--- config.mk ---
export PLATFORM = sky130hd
export DESIGN_NAME = cyl_to_sph
export DESIGN_NICKNAME = d
export VERILOG_FILES = /design/src/rtl/cyl_to_sph_pkg.sv /design/src/rtl/cyl_to_sph_cordic_vec_step.sv /design/src/rtl/cyl_to_sph.sv
export SDC_FILE = /design/constraint.sdc
export NUM_CORES = 1
export LEC_CHECK = 0
export ABC_AREA = 1
export BUFFER_PORTS_ARGS = -buffer_cell sky130_fd_sc_hd__buf_2
export CAP_MARGIN = 0
export CORE_MARGIN = 4
export CORE_UTILIZATION = 60
export DETAILED_ROUTE_END_ITERATION = 8
export PLACE_DENSITY = 0.89
export SKIP_CTS_REPAIR_TIMING = 1
export SLEW_MARGIN = 30
export SYNTH_ARGS = -nofsm -noshare
export SYNTH_HDL_FRONTEND = slang
export SYNTH_HIERARCHICAL = 1
export SYNTH_SLANG_ARGS = --single-unit
--- constraint.sdc ---
create_clock -name clk -period 7.3 [get_ports clk]
set_input_delay 1.46 -clock clk [delete_from_list [all_inputs] [get_ports clk]]
set_output_delay 1.46 -clock clk [all_outputs]
set_load 0.01 [all_outputs]
--- src/rtl/cyl_to_sph_pkg.sv ---
// Shared types and constants for the cylindrical-to-spherical converter.
// Angles are in pi/2048 units on the accumulator side.
package cyl_to_sph_pkg;

    typedef enum logic [2:0] {
        IDLE,
        PREP,
        ITER,
        SCALE,
        DONE
    } state_e;

    localparam int unsigned CORDIC_ITERS = 8;
    localparam int unsigned GAIN_NUM     = 155;
    localparam logic [11:0] ANGLE_90     = 12'd1024;

    localparam logic [11:0] ATAN_TABLE [CORDIC_ITERS] = '{
        12'd512, 12'd302, 12'd160, 12'd81, 12'd41, 12'd20, 12'd10, 12'd5
    };

    function automatic logic [11:0] atan_lookup(input logic [2:0] i);
        return ATAN_TABLE[i];
    endfunction

endpackage

--- src/rtl/cyl_to_sph_cordic_vec_step.sv ---
// One combinational CORDIC vectoring iteration; drives y toward zero and
// accumulates the rotation angle.
module cordic_vec_step
    import cyl_to_sph_pkg::*;
(
    input  logic signed [11:0] x,
    input  logic signed [11:0] y,
    input  logic        [11:0] acc,
    input  logic        [2:0]  i,
    output logic signed [11:0] x_next,
    output logic signed [11:0] y_next,
    output logic        [11:0] acc_next
);

    logic signed [11:0] x_sh;
    logic signed [11:0] y_sh;
    logic        [11:0] step;

    always_comb begin
        x_sh = x >>> i;
        y_sh = y >>> i;
        step = atan_lookup(i);
        if (!y[11]) begin
            x_next   = x + y_sh;
            y_next   = y - x_sh;
            acc_next = acc + step;
        end else begin
            x_next   = x - y_sh;
            y_next   = y + x_sh;
            acc_next = acc - step;
        end
    end

endmodule

--- src/rtl/cyl_to_sph.sv ---
// Cylindrical (r, theta, z) to spherical (rho, theta, phi) converter using a
// multi-cycle CORDIC vectoring engine with one shared iteration stage.
module cyl_to_sph
    import cyl_to_sph_pkg::*;
(
    input  logic       clk,
    input  logic       rst,
    input  logic       start,
    input  logic [7:0] r,
    input  logic [7:0] theta,
    input  logic [7:0] z,
    output logic [7:0] rho,
    output logic [7:0] phi,
    output logic [7:0] theta_out,
    output logic       busy,
    output logic       done
);

    state_e state_q, state_d;

    logic        [2:0]  iter_q;
    logic        [7:0]  r_q, theta_q, z_q;
    logic signed [11:0] x_q, y_q;
    logic        [11:0] acc_q;
    logic        [7:0]  rho_q, phi_q, theta_out_q;

    logic signed [11:0] x_step, y_step;
    logic        [11:0] acc_step;
    logic signed [11:0] x_init, y_init, z_ext, r_ext;
    logic        [11:0] acc_init;
    logic        [10:0] x_pos;
    logic        [19:0] prod;
    logic        [9:0]  rho_wide;
    logic        [7:0]  rho_res, phi_res;

    cordic_vec_step u_step (
        .x        (x_q),
        .y        (y_q),
        .acc      (acc_q),
        .i        (iter_q),
        .x_next   (x_step),
        .y_next   (y_step),
        .acc_next (acc_step)
    );

    // Vectors with z<0 are pre-rotated by -90 deg so CORDIC only sees the right half-plane.
    always_comb begin
        z_ext = {{2{z_q[7]}}, z_q, 2'b00};
        r_ext = {2'b00, r_q, 2'b00};
        if (z_q[7]) begin
            x_init   = r_ext;
            y_init   = -z_ext;
            acc_init = ANGLE_90;
        end else begin
            x_init   = z_ext;
            y_init   = r_ext;
            acc_init = '0;
        end
    end

    always_comb begin
        x_pos    = x_q[11] ? 11'd0 : x_q[10:0];
        prod     = 20'(x_pos) * 20'(GAIN_NUM) + 20'd512;
        rho_wide = 10'(prod >> 10);
        rho_res  = (|rho_wide[9:8]) ? 8'hff : rho_wide[7:0];
        phi_res  = 8'((acc_q + 12'd8) >> 4);
        if (r_q == 8'd0 && z_q == 8'd0) begin
            rho_res = 8'd0;
            phi_res = 8'd0;
        end else if (r_q == 8'd0) begin
            phi_res = z_q[7] ? 8'd128 : 8'd0;
        end else if (z_q == 8'd0) begin
            phi_res = 8'd64;
        end
    end

    always_comb begin
        state_d = state_q;
        busy    = 1'b1;
        done    = 1'b0;
        case (state_q)
            IDLE: begin
                busy = 1'b0;
                if (start) state_d = PREP;
            end
            PREP:  state_d = ITER;
            ITER:  if (iter_q == 3'(CORDIC_ITERS - 1)) state_d = SCALE;
            SCALE: state_d = DONE;
            DONE: begin
                done    = 1'b1;
                state_d = IDLE;
            end
            default: state_d = IDLE;
        endcase
    end

    always_ff @(posedge clk) begin
        if (rst) begin
            state_q     <= IDLE;
            iter_q      <= '0;
            r_q         <= '0;
            theta_q     <= '0;
            z_q         <= '0;
            x_q         <= '0;
            y_q         <= '0;
            acc_q       <= '0;
            rho_q       <= '0;
            phi_q       <= '0;
            theta_out_q <= '0;
        end else begin
            state_q <= state_d;
            case (state_q)
                IDLE: begin
                    if (start) begin
                        r_q     <= r;
                        theta_q <= theta;
                        z_q     <= z;
                    end
                end
                PREP: begin
                    x_q    <= x_init;
                    y_q    <= y_init;
                    acc_q  <= acc_init;
                    iter_q <= '0;
                end
                ITER: begin
                    x_q    <= x_step;
                    y_q    <= y_step;
                    acc_q  <= acc_step;
                    iter_q <= iter_q + 3'd1;
                end
                SCALE: begin
                    rho_q       <= rho_res;
                    phi_q       <= phi_res;
                    theta_out_q <= theta_q;
                end
                default: ;
            endcase
        end
    end

    assign rho       = rho_q;
    assign phi       = phi_q;
    assign theta_out = theta_out_q;

endmodule

==> metrics.log <==
[metrics] number of iterations in the first detailed-routing pass: 6
[metrics] asr flop ratio synth: 0
[metrics] buffer depth of the longest clock path: 2
[metrics] initial core utilization: 0.6117
[metrics] post-route fraction of the period consumed by the critical path: 0.6489
[metrics] proportion of layout cells with a drive suffix above 1: 0.1008
[metrics] max_cap viols: 0
[metrics] Least-Margin Pin Slew: approximately 0.94 ns
[metrics] Fin. Hold Viols: 0
[metrics] number of buffers added by the clock tree synthesis step: 9
[metrics] type of destination of the critical path: flip-flop
[metrics] cell with the largest stage delay on the worst path: sky130_fd_sc_hd__dfxtp_1
[metrics] top-level port count: 53
[metrics] clock-pin slew on the worst setup and hold paths: 0.08 ns
[metrics] clock sink total: 90
[metrics] Clock Skew: about 0.011 ns
[metrics] number of placement rows: 44
[metrics] count of unique library cells instantiated by Yosys: 51
[metrics] placer congestion estimate: around 0.95
[metrics] post-detailed-placement cell area: approximately 9000 µm²
[metrics] count of nets after finishing: 1517
[metrics] clk root buf: sky130_fd_sc_hd__clkbuf_16
[metrics] area of the die: 16830 µm²
[metrics] Buffers & Inverters on Critical Path: 4
[metrics] Clk Latency, worst-skew pair: about 0.35 ns
[metrics] most common library cell in the layout ignoring fill and taps: sky130_fd_sc_hd__nand2_1
[metrics] Post-Synthesis Cells: ~1400
[metrics] routed wire length: ~23 mm
[metrics] startpoint types: flip-flop
[metrics] unrepaired setup endpoints after global routing: false
[metrics] overall overflow remaining after global route: 0
[metrics] Compound-Gate Fraction of Synth Area: 0.1618
[metrics] count of flip-flops with a built-in enable after synthesis: 0
[metrics] CTS tree: yes
[metrics] minimum period implied by the final worst setup slack: around 4.7 ns
[metrics] Seq/Total Area, Yosys: 0.2026
[metrics] post-layout instance area: 9475 µm²
[metrics] run status: completed
[metrics] worst setup margin: roughly 2.6 ns
[metrics] first-pass GRT wire length: between 30 and 40 mm
[metrics] type of the most critical hold path: reg -> reg
[metrics] XOR/XNOR share of the synthesized area: 0.05713
[metrics] cell with the most instances on the worst path: sky130_fd_sc_hd__inv_1
[metrics] critical-path cell list: nor2_1 > ha_1 > inv_1 > fa_1 > inv_1 > fa_1 > inv_1 > fa_1 > inv_1 > ha_1 > nand2_1 > nand2_1 > o21bai_1 > a21oi_1 > nand2_2 > a21oi_4 > nand3_1 > nand2_1 > a21oi_1
[metrics] number of setup violations in the final report: 0
[metrics] number of placed instances, taps included: approximately 1600
[metrics] normalized max-slew margin: 0.3710
[metrics] Setup WS pre-CTS: ~2.6 ns
[metrics] number of remaining DRC errors: 0
[metrics] Crit. path cell count: 19
[metrics] adder-cell share of the synthesized area: 0.1686
[metrics] Avg Cell Area, Syn: 6.509 µm²
[metrics] number of global-route vias before repair: 8233
[metrics] synthesis-to-finish area growth: 6.572%
[metrics] TNS Setup: 0 ns
[metrics] Worst Hold Path Cells: 2
[metrics] number of cells on the worst reg-to-reg path: 19
[metrics] vias: 8924
[metrics] largest vdd supply drop: roughly 210 µV
[metrics] kind of critical path: reg -> reg
[metrics] horizontal die dimension: 129.7 µm
[metrics] Seq cells post-synth: 90
[metrics] cell class contributing the biggest share of worst-path delay: adder cells
[metrics] antenna diode count: 0
[metrics] mapped cell area: 8891 µm²
[metrics] initial antenna violation count: 0
[metrics] share of synthesized cell area in and, or, nand and nor gates: 0.3040
[metrics] dominant combinational cell family by area after synthesis: simple AND/OR/NAND/NOR gates
[metrics] maximum cell stage delay along the critical path: between 0.8 and 0.9 ns
[metrics] Ys Warns: 6
[metrics] final number of max-transition violations: 0
[metrics] total power of the final layout: 3.679 mW
[metrics] signal arrival time at the worst endpoint: 4.94 ns
[metrics] leading register cell type out of synthesis: sky130_fd_sc_hd__dfxtp_1
[metrics] worst path required time: ~7.5 ns
[metrics] post-synth net total: between 1000 and 1500
[metrics] Detailed Place HPWL: approximately 17 mm
[metrics] via-per-instance ratio: 5.673
[metrics] largest net degree at the start of global routing: between 50 and 60
[metrics] highest clock frequency the design can meet: approximately 210 MHz
[metrics] multiplexer area fraction after synthesis: 0
[metrics] total track usage: 0.2802
[metrics] Floorplan Core Area: ~15000 µm²
[metrics] peak fanout along the critical path: 22
[metrics] number of levels in the clock H-tree: 3
[metrics] number of routed nets with antenna violations: 0
[metrics] number of DRC markers after the initial detailed-route iteration: just over 800
[metrics] cell leakage power: between 4 and 5 nW
[metrics] routed wire length per instance: approximately 15 µm
[metrics] areal power density over the cells: a little under 400 nW/µm²
[metrics] most frequent cells in the layout: sky130_fd_sc_hd__nand2_1, sky130_fd_sc_hd__inv_1, sky130_fd_sc_hd__a21oi_1
[metrics] die height: around 130 µm
[metrics] port buffer count: 52
[metrics] count of placed standard cells in the final layout, fillers left out: 1573
[worst min-delay path, delay by kind of cell, from the launching register on]
| family | cells | cell delay [ns] |
|---|---|---|
| flops | 1 | 0.30 |
| buf+inv | 1 | 0.06 |
| compound gates | 1 | 0.05 |
[cell usage after synthesis, types with 2 or more instances]
cell type                  count  share of area
sky130_fd_sc_hd__o22ai_1       3         0.0021
sky130_fd_sc_hd__buf_2        10         0.0056
sky130_fd_sc_hd__nand2_1     358           0.15
sky130_fd_sc_hd__clkbuf_1     27          0.011
sky130_fd_sc_hd__a21o_1        8         0.0068
sky130_fd_sc_hd__o21ai_0      84          0.047
sky130_fd_sc_hd__a21oi_1     115          0.065
sky130_fd_sc_hd__nand3_1     103          0.058
sky130_fd_sc_hd__inv_2        13         0.0055
sky130_fd_sc_hd__nor2_2        5         0.0035
sky130_fd_sc_hd__nand3b_1      2         0.0017
sky130_fd_sc_hd__nor2_1       88          0.037
sky130_fd_sc_hd__o21ai_1       7         0.0039
sky130_fd_sc_hd__o21ai_2       3         0.0030
sky130_fd_sc_hd__nand2_4       2         0.0025
sky130_fd_sc_hd__nor2_4        4         0.0051
sky130_fd_sc_hd__buf_4         5         0.0042
sky130_fd_sc_hd__o21bai_1      6         0.0051
sky130_fd_sc_hd__or2_1         2         0.0014
sky130_fd_sc_hd__buf_6         3         0.0038
sky130_fd_sc_hd__a31oi_1      21          0.015
sky130_fd_sc_hd__inv_1       164          0.069
sky130_fd_sc_hd__or2_2         3         0.0021
sky130_fd_sc_hd__nand3_2       4         0.0045
sky130_fd_sc_hd__nand2_2      23          0.016
sky130_fd_sc_hd__buf_1         4         0.0017
sky130_fd_sc_hd__nor3_1        6         0.0034
sky130_fd_sc_hd__nor4_1        5         0.0035
sky130_fd_sc_hd__nand4_1      11         0.0077
sky130_fd_sc_hd__fa_1         23          0.052
sky130_fd_sc_hd__dfxtp_1      90           0.20
sky130_fd_sc_hd__xor2_1       42          0.041
sky130_fd_sc_hd__o211ai_1      2         0.0017
sky130_fd_sc_hd__xnor2_1      16          0.016
sky130_fd_sc_hd__o21a_1        3         0.0025
sky130_fd_sc_hd__ha_1         83           0.12
sky130_fd_sc_hd__nor3_2        2         0.0023
sky130_fd_sc_hd__o31ai_1       3         0.0025
[per-stage QoR]
stage | util | hold WS [ns]
floorplan | - | 0.4297
global placement | 0.6298 | 0.4400
detailed placement | 0.6317 | 0.4438
CTS | 0.6519 | 0.4548
global route | 0.6519 | 0.4692
finish | 0.6519 | 0.4536
[path summary, 6_finish.rpt]
check / from / endpoint / slack (ns)
hold reg to reg: theta_q[1]$_SDFFE_PP0P_ / theta_q[1]$_SDFFE_PP0P_ / 0.45
hold / removal: theta_q[1]$_SDFFE_PP0P_ / theta_q[1]$_SDFFE_PP0P_ / 0.45
setup reg to reg: x_q[11]$_SDFFE_PP0P_ / rho[2]$_SDFFE_PP0P_ / 2.56
setup / recovery: x_q[11]$_SDFFE_PP0P_ / rho[2]$_SDFFE_PP0P_ / 2.56
[cell type report]
cell class / count / area (µm²)
clock buffer: 10 / 239.0
clock inverter: 6 / 55.05
fill: 1266 / 5059
inverter: 180 / 683.2
multi-input combinational: 1046 / 6148
sequential: 90 / 1802
tap: 184 / 230.2
timing repair buffer: 57 / 317.8
[state kept, by name, summed over array words and instances, names as in the netlist]
| register | count |
|---|---|
| state_q | 3 |
| theta_q | 8 |
| rho | 8 |
| theta_out | 8 |
| y_q | 12 |
| r_q | 8 |
| x_q | 12 |
| z_q | 8 |
| iter_q | 3 |
| phi | 8 |
| acc_q | 12 |
[kinds of logic (layout without fill, tap and decap cells)]
group                    after synthesis  count (layout)
adder cells (fa/ha/maj)              106             106
XOR/XNOR                              58              58
AO/OA/AOI/OAI                        262             262
buffers and inverters                230             253
AND/OR/NAND/NOR                      620             620
flip-flops                            90              90
[routing by layer]
layer / GRT usage / up-vias / share of wire
met1: 0.3802 / 4086 / 0.44
met4: 0.07702 / 0 / 0.019
li1: - / 4480 / -
met5: 0 / - / 0
met2: 0.4635 / 316 / 0.46
met3: 0.04748 / 42 / 0.072
[power by group]
group / total, mW / leakage, nW / switching (mW) / internal, mW
sequential: 0.663 / 0.735 / 0.100 / 0.562
combinational: 2.54 / 3.90 / 1.61 / 0.937
clock: 0.472 / 0.140 / 0.225 / 0.248
total: 3.68 / 4.77 / 1.93 / 1.75
No activity file was read; power rests on OpenSTA's default activity.
